### config.mk
export PLATFORM = sky130hd
export DESIGN_NAME = fp32_adder_flat
export DESIGN_NICKNAME = d
export VERILOG_FILES = /design/src/rtl/fp32_pkg.sv /design/src/rtl/fp32_adder_if.sv /design/src/rtl/fp32_lzc.sv /design/src/rtl/fp32_adder.sv /design/src/flat_wrapper.sv
export SDC_FILE = /design/constraint.sdc
export NUM_CORES = 1
export LEC_CHECK = 0
export BUFFER_PORTS_ARGS = -buffer_cell sky130_fd_sc_hd__buf_4
export CORE_ASPECT_RATIO = 2
export CORE_MARGIN = 4
export CORE_UTILIZATION = 39
export DETAILED_ROUTE_END_ITERATION = 10
export PLACE_DENSITY = 0.54
export SETUP_SLACK_MARGIN = 0.02
export SLEW_MARGIN = 20
export SYNTH_ARGS = -nofsm -noshare
export SYNTH_HDL_FRONTEND = slang
export SYNTH_SLANG_ARGS = --single-unit
### constraint.sdc
create_clock -name clk -period 9.8 [get_ports clk]
set_input_delay 1.47 -clock clk [delete_from_list [all_inputs] [get_ports clk]]
set_output_delay 1.47 -clock clk [all_outputs]
set_load 0.01 [all_outputs]
### src/rtl/fp32_pkg.sv
// Shared definitions for the binary32 adder datapath.
//   EXP_W / MAN_W / BIAS : binary32 field widths and exponent bias
//   EXP_MAX              : all-ones exponent (Inf/NaN encoding, overflow limit)
//   QNAN / POS_INF / NEG_INF : canonical special results
//   fp_unpk_t / fp_unpack    : operand split into sign, exponent and significand
//                              with the hidden bit, plus class flags
package fp32_pkg;

   localparam int EXP_W = 8;
   localparam int MAN_W = 23;
   localparam int BIAS  = 127;

   localparam logic [EXP_W-1:0] EXP_MAX = EXP_W'(2 * BIAS + 1);

   localparam logic [31:0] QNAN    = 32'h7FC0_0000;
   localparam logic [31:0] POS_INF = 32'h7F80_0000;
   localparam logic [31:0] NEG_INF = 32'hFF80_0000;

   typedef struct packed {
      logic             sign;
      logic [EXP_W-1:0] exp;
      logic [MAN_W:0]   man;
      logic             is_zero;
      logic             is_inf;
      logic             is_nan;
   } fp_unpk_t;

   // Subnormals are flushed to signed zero: a zero exponent always yields a
   // zero significand, so the rest of the datapath never sees a denormal.
   function automatic fp_unpk_t fp_unpack(input logic [31:0] x);
      fp_unpk_t         u;
      logic [EXP_W-1:0] e;
      logic [MAN_W-1:0] f;
      e         = x[30:23];
      f         = x[22:0];
      u.sign    = x[31];
      u.exp     = e;
      u.is_nan  = (e == EXP_MAX) && (f != '0);
      u.is_inf  = (e == EXP_MAX) && (f == '0);
      u.is_zero = (e == '0);
      u.man     = u.is_zero ? '0 : {1'b1, f};
      return u;
   endfunction

endpackage

### src/rtl/fp32_adder_if.sv
// Operand/result bundle of the binary32 adder.
//   in_valid, a, b : operand pair, driven by the master
//   out_valid, sum : result, driven by the adder (slave)
interface fp32_adder_if;

   logic        in_valid;
   logic [31:0] a;
   logic [31:0] b;
   logic        out_valid;
   logic [31:0] sum;

   modport master (
      output in_valid, a, b,
      input  out_valid, sum
   );

   modport slave (
      input  in_valid, a, b,
      output out_valid, sum
   );

endinterface

### src/rtl/fp32_lzc.sv
// Leading-zero counter for the 28-bit post-add magnitude.
//   x   : value to scan (bit 27 is the MSB)
//   cnt : number of zeros above the highest set bit, 28 when x is zero
module fp32_lzc (
   input  logic [27:0] x,
   output logic [4:0]  cnt
);

   // Ascending scan: the last hit is the highest set bit.
   always_comb begin
      cnt = 5'd28;
      for (int i = 0; i < 28; i++) begin
         if (x[i]) cnt = 5'(27 - i);
      end
   end

endmodule

### src/rtl/fp32_adder.sv
// Pipelined binary32 adder, round-to-nearest-even, DAZ/FTZ.
//   clk   : rising-edge clock
//   rst_n : synchronous active-low reset, drops every in-flight operation
//   bus   : slave side of fp32_adder_if (in_valid/a/b in, out_valid/sum out)
// An operand pair captured on edge k produces out_valid/sum after edge k+3:
//   edge k   : operand capture
//   edge k+1 : unpack, specials, magnitude ordering, alignment
//   edge k+2 : add/subtract and normalize
//   edge k+3 : round and pack
// sum holds its last value whenever out_valid is low.
module fp32_adder #(
   parameter int LATENCY = 3
) (
   input  logic       clk,
   input  logic       rst_n,
   fp32_adder_if.slave bus
);

   import fp32_pkg::*;

   logic [LATENCY-1:0] vld;

   // ---------------- operand capture ----------------
   logic [31:0] r0_a;
   logic [31:0] r0_b;

   always_ff @(posedge clk) begin
      if (bus.in_valid) begin
         r0_a <= bus.a;
         r0_b <= bus.b;
      end
   end

   // ---------------- stage 1: unpack / order / align ----------------
   fp_unpk_t         ua;
   fp_unpk_t         ub;
   logic             swap;
   logic             l_sign;
   logic [EXP_W-1:0] l_exp;
   logic [MAN_W:0]   l_man;
   logic [EXP_W-1:0] s_exp;
   logic [MAN_W:0]   s_man;
   logic             s_zero;
   logic [EXP_W-1:0] diff;
   logic [52:0]      sh_ext;
   logic [26:0]      s_align;
   logic             c1_special;
   logic [31:0]      c1_sval;

   always_comb begin
      ua     = fp_unpack(r0_a);
      ub     = fp_unpack(r0_b);
      swap   = {ub.exp, ub.man} > {ua.exp, ua.man};
      l_sign = swap ? ub.sign : ua.sign;
      l_exp  = swap ? ub.exp  : ua.exp;
      l_man  = swap ? ub.man  : ua.man;
      s_exp  = swap ? ua.exp  : ub.exp;
      s_man  = swap ? ua.man  : ub.man;
      s_zero = swap ? ua.is_zero : ub.is_zero;
      diff   = l_exp - s_exp;

      // Significand plus G/R/S slots, followed by 26 catch bits that feed sticky.
      sh_ext = {s_man, 29'b0} >> diff;
      if (s_zero) begin
         s_align = '0;
      end else if (diff >= 8'd26) begin
         s_align = 27'd1;
      end else begin
         s_align = {sh_ext[52:27], sh_ext[26] | (|sh_ext[25:0])};
      end

      c1_special = 1'b1;
      c1_sval    = QNAN;
      if (ua.is_nan || ub.is_nan || (ua.is_inf && ub.is_inf && (ua.sign != ub.sign))) begin
         c1_sval = QNAN;
      end else if (ua.is_inf) begin
         c1_sval = ua.sign ? NEG_INF : POS_INF;
      end else if (ub.is_inf) begin
         c1_sval = ub.sign ? NEG_INF : POS_INF;
      end else begin
         c1_special = 1'b0;
      end
   end

   logic             s1_special;
   logic [31:0]      s1_sval;
   logic             s1_sign;
   logic             s1_sub;
   logic [EXP_W-1:0] s1_exp;
   logic [26:0]      s1_man_l;
   logic [26:0]      s1_man_s;

   always_ff @(posedge clk) begin
      if (vld[0]) begin
         s1_special <= c1_special;
         s1_sval    <= c1_sval;
         s1_sign    <= l_sign;
         s1_sub     <= ua.sign ^ ub.sign;
         s1_exp     <= l_exp;
         s1_man_l   <= {l_man, 3'b000};
         s1_man_s   <= s_align;
      end
   end

   // ---------------- stage 2: add / normalize ----------------
   logic [27:0] raw;
   logic [4:0]  lz;
   logic [4:0]  lsh;
   logic [26:0] norm;
   logic [9:0]  exp_n;
   logic        c2_zero;
   logic        c2_sign;

   fp32_lzc u_lzc (
      .x   (raw),
      .cnt (lz)
   );

   always_comb begin
      // Operands are ordered by magnitude, so the subtraction never goes negative.
      raw = s1_sub ? ({1'b0, s1_man_l} - {1'b0, s1_man_s})
                   : ({1'b0, s1_man_l} + {1'b0, s1_man_s});
      lsh = lz - 5'd1;
      if (raw[27]) begin
         norm  = {raw[27:2], raw[1] | raw[0]};
         exp_n = {2'b00, s1_exp} + 10'd1;
      end else begin
         norm  = raw[26:0] << lsh;
         exp_n = {2'b00, s1_exp} - {5'b00000, lsh};
      end
      // A zero sum keeps the common sign only when both operands agreed in sign;
      // true cancellation always gives +0.
      c2_zero = (raw == '0);
      c2_sign = c2_zero ? (s1_sign & ~s1_sub) : s1_sign;
   end

   logic        s2_special;
   logic [31:0] s2_sval;
   logic        s2_zero;
   logic        s2_sign;
   logic [9:0]  s2_exp;
   logic [26:0] s2_man;

   always_ff @(posedge clk) begin
      if (vld[1]) begin
         s2_special <= s1_special;
         s2_sval    <= s1_sval;
         s2_zero    <= c2_zero;
         s2_sign    <= c2_sign;
         s2_exp     <= exp_n;
         s2_man     <= norm;
      end
   end

   // ---------------- stage 3: round / pack ----------------
   logic        rnd;
   logic [24:0] m_r;
   logic [9:0]  exp_f;
   logic [22:0] frac;
   logic [31:0] res;

   always_comb begin
      rnd   = s2_man[2] & (s2_man[1] | s2_man[0] | s2_man[3]);
      m_r   = {1'b0, s2_man[26:3]} + 25'(rnd);
      exp_f = s2_exp + {9'b0, m_r[24]};
      frac  = m_r[24] ? m_r[23:1] : m_r[22:0];

      // Range checks follow rounding so a carry into the min-normal exponent
      // survives FTZ and a carry into EXP_MAX becomes Inf.
      if (s2_special) begin
         res = s2_sval;
      end else if (s2_zero || exp_f[9] || (exp_f == '0)) begin
         res = {s2_sign, 31'b0};
      end else if (exp_f >= {2'b00, EXP_MAX}) begin
         res = s2_sign ? NEG_INF : POS_INF;
      end else begin
         res = {s2_sign, exp_f[7:0], frac};
      end
   end

   // ---------------- valid pipeline and output register ----------------
   always_ff @(posedge clk) begin
      if (!rst_n) begin
         vld           <= '0;
         bus.out_valid <= 1'b0;
         bus.sum       <= '0;
      end else begin
         vld           <= {vld[LATENCY-2:0], bus.in_valid};
         bus.out_valid <= vld[LATENCY-1];
         if (vld[LATENCY-1]) bus.sum <= res;
      end
   end

endmodule

### src/flat_wrapper.sv
// flat-port wrapper written by rule: the top's interface ports become plain ports
module fp32_adder_flat import fp32_pkg::*;
#(
   parameter int LATENCY = 3
)
  (clk, rst_n, bus_in_valid, bus_a, bus_b, bus_out_valid, bus_sum);
  fp32_adder_if bus_i ();
  input  logic clk;
  input  logic rst_n;
  input wire logic [$bits(bus_i.in_valid)-1:0] bus_in_valid;
  input wire logic [$bits(bus_i.a)-1:0] bus_a;
  input wire logic [$bits(bus_i.b)-1:0] bus_b;
  output wire logic [$bits(bus_i.out_valid)-1:0] bus_out_valid;
  output wire logic [$bits(bus_i.sum)-1:0] bus_sum;
  assign bus_i.in_valid = bus_in_valid;
  assign bus_i.a = bus_a;
  assign bus_i.b = bus_b;
  assign bus_out_valid = bus_i.out_valid;
  assign bus_sum = bus_i.sum;
  fp32_adder #(.LATENCY(LATENCY)) u_core (.clk(clk), .rst_n(rst_n), .bus(bus_i));
endmodule
# After elaboration in Yosys (flattened, before gate mapping)
# Cells that the tools add are included.
[word_totals]
reg_bits = 266
latch_bits = 0
ramBits = 0
rom_bits = 0
input_bits = 67
output_inout_bits = 33
word_cells = 116
mem_count = 0
[classes]
addsub = 8
multipliers = 0
n_div = 0
magnitude_cmp = 3
n_eq_ne = 3
n_shift = 2
muxes = 51
n_bitwise = 8
n_reduce_logical = 21
[ops]
columns = ["op", "n"]
rows = [
  ["32-bit 2-to-1 mux", 8],
  ["5-bit 2-to-1 mux", 27],
  ["24-bit 2-to-1 mux", 4],
  ["53-bit by 8-bit right shift with 53-bit output", 1],
  ["23-bit logical NOT", 2],
  ["23-bit nonzero test", 2],
  ["32-bit > comparator", 1],
  ["27-bit by 27-bit adder with 28-bit output", 1],
  ["28-bit logical NOT", 1],
  ["28-bit 2-to-1 mux", 1],
  ["27-bit by 27-bit subtractor with 28-bit output", 1],
  ["27-bit by 5-bit left shift with 27-bit output", 1],
  ["26-bit 2-to-1 mux", 1],
  ["26-bit OR reduction", 1],
  ["24-bit by 1-bit adder with 25-bit output", 1],
  ["23-bit 2-to-1 mux", 1],
  ["8-bit equality test, second input constant", 2],
  ["8-bit logical NOT", 2],
  ["8-bit 2-to-1 mux", 2],
  ["10-bit by 1-bit adder with 10-bit output", 1],
  ["10-bit by 8-bit >= comparator with 1-bit output, second input constant", 1],
  ["10-bit logical NOT", 1],
  ["10-bit 2-to-1 mux", 1],
  ["8-bit by 1-bit adder with 9-bit output, second input constant", 1],
  ["14 further kinds", 31],
]

# Logic depth before layout (Yosys ltp)
# Gate-level depths: netlist of run 1.
[logic_depth]
ltp_word = 33
mapped_depth = 31
mapped_depth_nobuf = 25

# Hierarchy
# A second synthesis of run 1 with hierarchy kept.
[unflattened]
hier_cells = 1883
hier_area_um2 = 16813.6
[modules_own_cells]
columns = ["mod", "instances", "cells_per_inst", "area_each_um2", "seq_area_each_um2"]
rows = [
  ["fp32_adder", 1, 1823, 16477.1, 5825.6],
  ["fp32_lzc", 1, 60, 336.6, 0.0],
]

# Worst setup path before layout of run 1
# No wires, ideal clock.
[synth_path]
path_kind = "reg2reg"
from = "reg u_core.r0_a[24]"
to = "reg u_core.s1_man_s[0] (data pin)"
setup_ns = 0.281
arrival_ns = 6.902
required_ns = 9.519
path_slack_ns = 2.617
path_stages_with_launch = 30
path_buffers = 9
period_less_slack_ns = 7.183
path_cell_list = "edfxtp_1 -> nor4_1 -> nand2_1 -> clkbuf_1 -> clkbuf_1 -> clkbuf_1 -> inv_1 -> ha_1 -> nand4_1 -> or3_1 -> nor2_1 -> nand3_1 -> o21a_1 -> nor2_2 -> buf_2 -> buf_2 -> buf_1 -> mux2i_1 -> ha_1 -> clkbuf_1 -> clkinv_1 -> clkbuf_1 -> clkbuf_1 -> mux4_2 -> inv_1 -> o22ai_1 -> a2111oi_0 -> nand4_1 -> o41ai_1 -> a41oi_1"
[synth_between]
elab_chain_len = 9
word_cells_on_any_way = 13
classes_between = "add/sub: 1; order compare: 2; shift: 1; mux: 6; bitwise: 1; reduce/logical: 2"
[synth_lines]
columns = ["item", "line_no", "rtl"]
rows = [
  ["start, declared", "fp32_adder.sv:24", "logic [31:0] r0_a;"],
  ["start signal, assigned", "fp32_adder.sv:29", "r0_a <= bus.a;"],
  ["8-bit logical NOT", "fp32_pkg.sv:40", "u.is_zero = (e == '0);"],
  ["24-bit 2-to-1 mux", "fp32_pkg.sv:41", "u.man = u.is_zero ? '0 : {1'b1, f};"],
  ["32-bit > comparator", "fp32_adder.sv:53", "swap = {ub.exp, ub.man} > {ua.exp, ua.man};"],
  ["8-bit 2-to-1 mux, on equally long branches", "fp32_adder.sv:55, fp32_adder.sv:57", ""],
  ["8-bit subtractor", "fp32_adder.sv:60", "diff = l_exp - s_exp;"],
  ["53-bit by 8-bit right shift with 53-bit output", "fp32_adder.sv:63", "sh_ext = {s_man, 29'b0} >> diff;"],
  ["26-bit OR reduction", "fp32_adder.sv:69", "s_align = {sh_ext[52:27], sh_ext[26] | (|sh_ext[25:0])};"],
  ["1-bit OR", "fp32_adder.sv:69", ""],
  ["1-bit 2-to-1 mux", "fp32_adder.sv:66", "end else if (diff >= 8'd26) begin"],
  ["end signal, assigned", "fp32_adder.sv:101", "s1_man_s <= s_align;"],
  ["end, declared", "fp32_adder.sv:91", "logic [26:0] s1_man_s;"],
]
# Parallel ways exist; a longest one is shown, timed or not.
# A chain may end at the register's enable or synchronous reset.

# Final worst setup path of run 1
# Same ends and word-level chain as after synthesis.

==> flow_summary.ini, run 1 <==
[detailed_routing]
drc_errors = 0
vias = 15200
drt_iter0_drc = 770
wl_per_cell_um = 25.5
postRouteAntennaNets = 0
dr.pass1.iters = 5
wirelength_mm = 64.2
avgViaCountPerCell = 6.01

[cts]
cts.clk_slew.worst_paths_ps = 60
cts.sink_count = 206
clock_path_buffers = 3
holdBufCountCts = 0
cts_max_level = 1
cts_resized = 0
insertion_delay_ps = 560
cts_root_buffer = clkbuf_16
numCtsBuffers = 23
post-cts-setup-buffers = 0
cts_tree = built

[sta]
finalSetupViolations = 0
maxSlewHeadroom_pct = 25.6
period_needed_ps = 7620
max_freq_mhz = 131
skew_ps = 29.6
tightestPinTransition_ps = 1120
finalHoldViolCount = 0
setup_tns_ps = 0
slew_violations = 0
period_share_pct = 77.8
rsz0062_at_grt = false
setup_slack_ps = 2180

[worst_setup_path]
setup.worst_path.end = u_core.s1_man_s[0]
required_ps = 10080
reg2reg_to = u_core.s1_man_s[0]
critPathLaunchType = register
end_kind = register
cp.arrival_ps = 7900
crit_fanout = 22
path_common_cell = nand2_1
r2r-start = u_core.r0_a[24]
critPathKind = register to register
crit_path_top_delay_cell = o32ai_1
crit_start = u_core.r0_a[24]
critPathMaxStageDelay_ps = 870
rr_worst_depth = 22
crit_chain = nor4_1 -> nand2_1 -> buf_4 -> nand2_1 -> ha_1 -> nand4_1 -> nor4_1 -> o21a_1 -> o211a_1 -> nor2_4 -> mux2i_1 -> ha_1 -> clkinv_1 -> buf_4 -> mux4_2 -> nor2_1 -> o32ai_1 -> nand2_1 -> o31ai_1 -> nand4_1 -> o41ai_1 -> a41oi_1
r2r_slack_ps = 2180

[layout]
nets = 2115
n_antenna_cell = 0
drive_gt1_share_pct = 14.4
area_growth_syn_to_layout_pct = 12.0

[power_and_ir_drop]
peakVddDrop_mv = 0.246
powerDensity_mw_per_mm2 = 225
p_leak_nw = 7.62

[yosys]
synth_top_area_cell = edfxtp_1
ys_warn_count = 0
yosys.area.top_type_share_pct = 30.0
avgSynthCellArea_um2 = 8.98
async_flop_share_pct = 0
ys.flop_type = edfxtp_1
synthesis.nets = 2056
yosysSeqAreaShare_pct = 34.2
ys_ff_latch = 206
ys_types = 110
syn-cell-area_mm2 = 0.0170
synth_area_leaders = edfxtp_1, ha_1, nand2_1, mux4_2, dfxtp_1
syn_inst = 1897
synth-edff-count = 170

[floorplan]
core-area_mm2 = 0.0434
num_rows = 108
die_area_mm2 = 0.0473
die_h_um = 304
io-pin-count = 100
dieWidth_um = 156
start_util_pct = 39.3

[grt]
grt_max_degree = 66
grt-ovfl-total = 0
grt_pass1_wl_mm = 94.2
grt_usage_pct = 26.3
antenna_found_initial = 1
grt_pass1_vias = 15900

[job]
drv_cap = 0

[place]
port_buffers = 99
pre_cts_ws_ps = 2130
hpwlAfterDp_mm = 53.3
routabilityCongestion = 1.00

[run_status]
status = finished, final reports clean

[hold_path]
worstHoldPathType = register to register
## critical path, delay by kind of cell, from the launching register on
kind / cells / cell delay, ps
compound gates: 6 / 2300
fa+ha+maj: 2 / 930
buf+inv: 3 / 950
flops: 1 / 490
mux: 2 / 440
simple gates: 9 / 2170
## Yosys cell counts, types with 6 or more instances
| cell type | n |
|---|---|
| ha_1 | 90 |
| inv_1 | 118 |
| o2111ai_1 | 6 |
| o22ai_1 | 32 |
| a211o_1 | 7 |
| o211ai_1 | 28 |
| a21o_1 | 17 |
| a211oi_1 | 22 |
| a21oi_1 | 99 |
| nand2b_1 | 34 |
| nor2_1 | 154 |
| edfxtp_1 | 170 |
| o31ai_1 | 7 |
| nor3_2 | 6 |
| nor2b_1 | 17 |
| and4_1 | 8 |
| xnor2_1 | 37 |
| nand4_1 | 25 |
| mux2_2 | 19 |
| o21ai_0 | 97 |
| and3_1 | 22 |
| o21a_1 | 14 |
| a221oi_1 | 6 |
| a21boi_0 | 15 |
| o21ai_1 | 6 |
| o32ai_1 | 7 |
| dfxtp_1 | 36 |
| nand3_1 | 54 |
| nand4b_1 | 6 |
| or3_1 | 16 |
| a32oi_1 | 6 |
| a22oi_1 | 9 |
| and2_1 | 37 |
| buf_1 | 7 |
| buf_2 | 25 |
| mux2i_1 | 65 |
| clkbuf_1 | 65 |
| nand2_1 | 217 |
| a31oi_1 | 25 |
| nor3_1 | 36 |
| buf_4 | 7 |
| nor4_1 | 21 |
| mux4_2 | 34 |
| xor2_1 | 25 |
## per-layer routing
layer  routed length [µm]  vias up  global-route usage [%]
met3                 2420      265                    3.18
li1                     -     7178                       -
met1                17600     7163                    20.0
met2                36900      544                    53.4
met4                 7260        0                    23.6
met5                    0        -                       0
## sequential cells by signal, indices dropped and copies added (netlist names), 8 cells and up
signal	flops
u_core.r0_b	32
u_core.bus.sum	32
u_core.s1_man_l	24
u_core.s1_man_s	27
u_core.s2_man	27
u_core.s1_exp	8
u_core.s2_exp	10
u_core.r0_a	32
## cell type report
class / instances / area, µm²
Clock buffer: 25 / 583
Clock inverter: 16 / 164
Fill cell: 4279 / 24300
Inverter: 126 / 474
Tap cell: 550 / 688
Sequential cell: 206 / 5830
Timing Repair Buffer: 139 / 1040
Multi-Input combinational cell: 1460 / 10300
## how the worst min path moves through the flow
| stage | startpoint | endpoint | slack, ps | cells after the start |
|---|---|---|---|---|
| after floorplan | u_core.s1_special | u_core.s2_special | 400 | 0 |
| after global placement | u_core.s1_sval[31] | u_core.s2_sval[31] | 460 | 0 |
| after detailed placement | u_core.s1_special | u_core.s2_special | 470 | 0 |
| after CTS | u_core.bus.sum[16] | u_core.bus.sum[16] | 480 | 2 |
| after global routing | u_core.s1_sval[31] | u_core.s2_sval[31] | 490 | 0 |
| final | u_core.s1_special | u_core.s2_special | 480 | 0 |
## logic make-up after synthesis
family	synth area share (%)
xor gates and xnor gates	3.82
muxes	9.63
AOI/OAI and AO/OA	20.1
buffers and inverters	5.48
and+or+nand+nor	19.9
DFF	34.2
adders and majority gates	6.90
## report_power, final
group | switching (mW) | internal [mW] | leakage (nW)
Sequential | 0.0617 | 1.04 | 1.89
Clock | 0.384 | 0.489 | 0.351
Combinational | 1.48 | 0.825 | 5.38
## per-stage QoR
stage | util, % | instances | power [mW] | instance area [µm²] | hold slack [ps]
2_1_floorplan | - | 1897 | 2.63 | 17000 | 400
5_1_grt | 44.0 | 2522 | 4.49 | 19100 | 493
3_3_place_gp | 42.3 | 2481 | 3.38 | 18300 | 457
3_5_place_dp | 42.3 | 2481 | 3.37 | 18300 | 466
4_1_cts | 44.0 | 2522 | 4.26 | 19100 | 482
6_report | 44.0 | 2522 | 4.29 | 19100 | 477
## cell usage in the layout (no fill, tap or decap), drive strengths merged, types with 36 or more instances in the layout
| cell type | Yosys | final |
|---|---|---|
| a21oi | 99 | 99 |
| and2 | 38 | 38 |
| buf | 40 | 139 |
| dfxtp | 36 | 36 |
| edfxtp | 170 | 170 |
| ha | 90 | 90 |
| inv | 123 | 126 |
| mux2i | 65 | 65 |
| nand2 | 220 | 220 |
| nand3 | 56 | 56 |
| nor2 | 156 | 156 |
| nor3 | 42 | 42 |
| o21ai | 104 | 104 |
| xnor2 | 43 | 43 |
Power figures use the tool's default switching activity.
==> inputs of run 2 (changes only) <==
--- a/config.mk
+++ b/config.mk
@@ -10,7 +10,7 @@
 export CORE_MARGIN = 4
 export CORE_UTILIZATION = 39
 export DETAILED_ROUTE_END_ITERATION = 10
-export PLACE_DENSITY = 0.54
+export PLACE_DENSITY = 0.56
 export SETUP_SLACK_MARGIN = 0.02
 export SLEW_MARGIN = 20
 export SYNTH_ARGS = -nofsm -noshare
==> constraint.sdc (replaced) <==
create_clock -name clk -period 6.35 [get_ports clk]
set_input_delay 0.9525 -clock clk [delete_from_list [all_inputs] [get_ports clk]]
set_output_delay 0.9525 -clock clk [all_outputs]
set_load 0.01 [all_outputs]
==> run 2 against run 1 <==
  * Register-to-register slack worse by 2000 ps
  * Sequential power up 53%
  * Critical path type unchanged
  * Clock power up 39%
  * Clock-buffer cell count down 1
==> flow_summary.ini, run 2 (synthesis gave the netlist of run 1 again) <==
[sta]
finalHoldViolCount = 0
tightestPinTransition_ps = 1020
maxSlewHeadroom_pct = 32.3
period_needed_ps = 6170
slew_violations = 0
max_freq_mhz = 162
period_share_pct = 97.2
hold_ws_ps = 460
finalSetupViolations = 0
skew_ps = 15.2

[layout]
multi_input_area_mm2 = 0.0104
reg_top3 = u_core.bus.sum: 32 flops, u_core.r0_a: 32 flops, u_core.r0_b: 32 flops
n_antenna_cell = 0
drive_gt1_share_pct = 20.2
nets = 2244
area_growth_syn_to_layout_pct = 18.3
fillCellCount = 4292
seqCellArea_mm2 = 0.00583
final_cell_mix = buf_4, nand2_1, edfxtp_1
final_common_cell = buf_4

[worst_setup_path]
critPathLaunchType = register
crit_start = u_core.r0_b[28]
cp.arrival_ps = 6440
end_kind = register
required_ps = 6620
r2r_slack_ps = 180
critPathKind = register to register
crit_fanout = 22
r2r-start = u_core.r0_b[28]

[cts]
clock_path_buffers = 3
numCtsBuffers = 22
holdBufCountCts = 0
cts_root_buffer = clkbuf_16
cts.sink_count = 206
insertion_delay_ps = 550
cts.clk_slew.worst_paths_ps = 70
cts_tree = built
cts_max_level = 1

[grt]
grt-ovfl-total = 0
grt_pass1_vias = 16400
grt_pass1_wl_mm = 94.4
grt_usage_pct = 26.2
grt_max_degree = 66
antenna_found_initial = 0

[detailed_routing]
drc_errors = 0
vias = 15700
dr.pass1.iters = 5
drt_iter0_drc = 894
avgViaCountPerCell = 5.92
wl_per_cell_um = 23.9
wirelength_mm = 63.3
postRouteAntennaNets = 0

[job]
drv_cap = 0

[power_and_ir_drop]
powerDensity_mw_per_mm2 = 342
finalPower_mw = 6.90
peakVddDrop_mv = 0.285
p_leak_nw = 8.27

[place]
port_buffers = 99
hpwlAfterDp_mm = 53.4
routabilityCongestion = 0.987

[floorplan]
num_rows = 108
dieWidth_um = 156
die_area_mm2 = 0.0473
core-area_mm2 = 0.0434
die_h_um = 304
start_util_pct = 39.3
io-pin-count = 100

[run_status]
status = finished, final reports clean

[hold_path]
hold_start = u_core.s1_special
worstHoldPathType = register to register
run 2: changes by cell type in the layout (fill, tap and decap cells not counted), sizes merged:
cell,previous run,this run
buf,139,269
clkinv,9,12
clkinvlp,5,2
bufinv,2,0
inv,126,128
clkbuf,25,24
run 2: critical path, cell delays in order (launching register included):
cell       delay (ps)
edfxtp_1          420
nor4_4            320
nand2_1            70
buf_4             220
buf_4             190
nand2_1           120
inv_1              80
ha_1              310
nand3_1           140
o22ai_1           100
o21ai_0           260
o2111ai_1         180
o211a_1           280
nor2_4            230
mux2i_1           250
ha_2              320
inv_4             190
mux4_2            400
mux4_2            560
or3_1             390
o31ai_2            90
nand4_1           210
o41ai_2           370
a41oi_1           170
run 2: final timing paths:
check / to / depth (start not counted)
worst max-delay path: u_core.s1_man_s[0] / 23
worst min-delay path: u_core.s2_special / 0
worst max register to register: u_core.s1_man_s[0] / 23
worst min register to register: u_core.s2_special / 0
run 2: per-stage QoR:
step                util (%)  TNS, ps  instance area [µm²]  worst slack (ps)  cells
floorplan                  -        0                17100              60.5   1897
global placement        44.7        0                19400               153   2609
detailed placement      44.7        0                19400              38.7   2609
CTS                     46.2        0                20100              87.0   2649
global route            46.5    -79.1                20200             -79.1   2651
finish                  46.5        0                20200               181   2651
run 2: power breakdown:
| group | switching, mW | internal [mW] | leakage (nW) |
|---|---|---|---|
| clock network | 0.560 | 0.646 | 0.325 |
| registers | 0.0926 | 1.61 | 1.89 |
| logic | 2.35 | 1.64 | 6.06 |
run 2: layout make-up:
type	count	area share, %
clock inverter	16	0.552
inverter	126	2.36
clock buffer	24	2.77
tap	550	3.41
sequential	206	28.9
timing repair buffer	269	10.5
multi-input combinational	1460	51.5
run 2: what timing repair did:
action | 4_1_cts | 5_1_grt
pin swaps | 0 | 2
endpoints found under the setup margin | 1 | 22
resized for setup | 1 | 18
buffers inserted | 0 | 2
run 2: per-layer routing:
metal | vias to the layer above | track usage (%) | share of wire (%)
met4 | 0 | 24.3 | 12
met5 | - | 0 | 0
li1 | 7444 | - | -
met3 | 258 | 2.42 | 3.3
met2 | 555 | 53.4 | 58
met1 | 7444 | 19.8 | 27
==> inputs of run 3 (changes only) <==
--- a/config.mk
+++ b/config.mk
@@ -11,7 +11,7 @@
 export CORE_UTILIZATION = 39
 export DETAILED_ROUTE_END_ITERATION = 10
 export PLACE_DENSITY = 0.56
-export SETUP_SLACK_MARGIN = 0.02
+export SETUP_SLACK_MARGIN = 0.2
 export SLEW_MARGIN = 20
 export SYNTH_ARGS = -nofsm -noshare
 export SYNTH_HDL_FRONTEND = slang
==> run 3 against run 2 <==
  * Clock skew grew 9.4 ps
  * Hold slack gained 15 ps
  * Die area is the same
  * First-iteration DRC count shrank 22%
  * Utilization shrank 0.36 points
  * Wire length shrank 1.2%
  * Clock power shrank 3%
  * Fmax grew 2.5%
==> flow_summary.ini, run 3 (synthesis gave the netlist of run 1 again) <==
[place]
hpwlAfterDp_mm = 52.4
port_buffers = 99
place_area_mm2 = 0.0192
routabilityCongestion = 1.03

[floorplan]
dieWidth_um = 156
die_h_um = 304
start_util_pct = 39.3
die_area_mm2 = 0.0473
num_rows = 108
io-pin-count = 100
core-area_mm2 = 0.0434

[worst_setup_path]
r2r_slack_ps = 330
rr_worst_depth = 26
crit_start = u_core.r0_b[24]
required_ps = 6670
critPathKind = register to register
reg2reg_to = u_core.s1_man_s[6]
crit_fanout = 26
critPathLaunchType = register
cp.arrival_ps = 6330
end_kind = register
r2r-start = u_core.r0_b[24]

[layout]
final_cell_mix = buf_4, nand2_1, edfxtp_1
final_util_pct = 46.1
area_growth_syn_to_layout_pct = 17.4
fillCellCount = 4232
nets = 2221
reg_top3 = u_core.bus.sum: 32 flops, u_core.r0_a: 32 flops, u_core.r0_b: 32 flops
fin_area_mm2 = 0.0200
drive_gt1_share_pct = 19.5
final_common_cell = buf_4
n_antenna_cell = 0

[cts]
cts_tree = built
cts_root_buffer = clkbuf_16
clock_path_buffers = 3
insertion_delay_ps = 540
cts.clk_slew.worst_paths_ps = 70
cts_max_level = 1
cts.sink_count = 206
numCtsBuffers = 21

[sta]
tightestPinTransition_ps = 982
skew_ps = 24.6
finalHoldViolCount = 0
rsz0062_at_grt = false
setup_tns_ps = 0
period_share_pct = 94.7
slew_violations = 0
period_needed_ps = 6020
hold_ws_ps = 475
max_freq_mhz = 166
finalSetupViolations = 0
maxSlewHeadroom_pct = 34.5

[detailed_routing]
wirelength_mm = 62.6
drt_iter0_drc = 697
postRouteAntennaNets = 0
drc_errors = 0
avgViaCountPerCell = 5.93
vias = 15600
wl_per_cell_um = 23.8
dr.pass1.iters = 5

[hold_path]
worstHoldPathType = register to register
min_path_cells = 0
min_to = u_core.s2_special
hold_start = u_core.s1_special

[grt]
grt-ovfl-total = 0
grt_pass1_wl_mm = 92.7
antenna_found_initial = 0
grt_usage_pct = 25.8
grt_pass1_vias = 15800
grt_max_degree = 66

[power_and_ir_drop]
p_leak_nw = 8.16
powerDensity_mw_per_mm2 = 339
peakVddDrop_mv = 0.253

[job]
drv_cap = 0

[run_status]
status = finished, final reports clean
-- run 3: critical path: stages (launching register included) --
cell and delay, ps:
edfxtp_1 400, nor4_1 310, nand2_1 140, buf_12 170, nand2_1 90, inv_1 60, ha_1 310, nand4_1 330
or3_4 510, nor2_2 170, nand3_1 140, o21a_1 180, nor2_4 140, mux2i_1 210, ha_2 240, nor2_1 60
o211a_1 250, or3_1 370, buf_4 190, buf_4 170, nor2_2 270, a31oi_1 70, nor2_1 150, nor2_1 140
o21ai_0 300, nand2_1 100, a21oi_1 280
-- run 3: power breakdown --
group	total [mW]	leakage (nW)	switching [mW]	internal [mW]
clock network	1.17	0.312	0.543	0.624
logic	3.92	5.96	2.33	1.59
registers	1.70	1.89	0.0901	1.61
-- run 3: worst max path at each step --
| stage | to | slack [ps] |
|---|---|---|
| after floorplan | u_core.s1_man_s[0] | 280 |
| after global placement | u_core.s1_man_s[0] | 40 |
| after detailed placement | u_core.s1_man_s[0] | 20 |
| after CTS | u_core.s1_man_s[0] | 240 |
| after global routing | u_core.s1_man_s[0] | 200 |
| final | u_core.s1_man_s[6] | 330 |
-- run 3: repair_timing --
action / CTS / global route
pin swaps: 0 / 3
gates resized for setup: 4 / 22
hold buffers: 0 / 0
setup endpoints to repair: 1 / 37
buffers inserted: 0 / 8
-- run 3: layout make-up --
cell class	instances	area [µm²]	share of cell area [%]
inverters	126	479	2.40
well taps	550	688	3.44
multi-input cells	1460	10400	52.1
clock buffers	24	547	2.73
repair buffers	247	1960	9.79
clock inverters	14	81.3	0.407
flip-flops and latches	206	5830	29.1
-- run 3: stage by stage --
step	setup slack, ps	std cells	power (mW)
2_1_floorplan	278	1897	4.08
3_3_place_gp	36.0	2581	5.53
3_5_place_dp	21.8	2581	5.54
4_1_cts	240	2619	6.73
5_1_grt	199	2627	7.15
6_report	334	2627	6.79
-- run 3: metal layers --
metal	share of wire [%]	GRT usage [%]	routed length (µm)	vias to the layer above
met5	0	0	0	-
met1	27	19.9	17100	7364
met2	57	52.1	35700	545
met3	3.6	2.58	2250	256
met4	12	23.8	7520	0
li1	-	-	-	7403
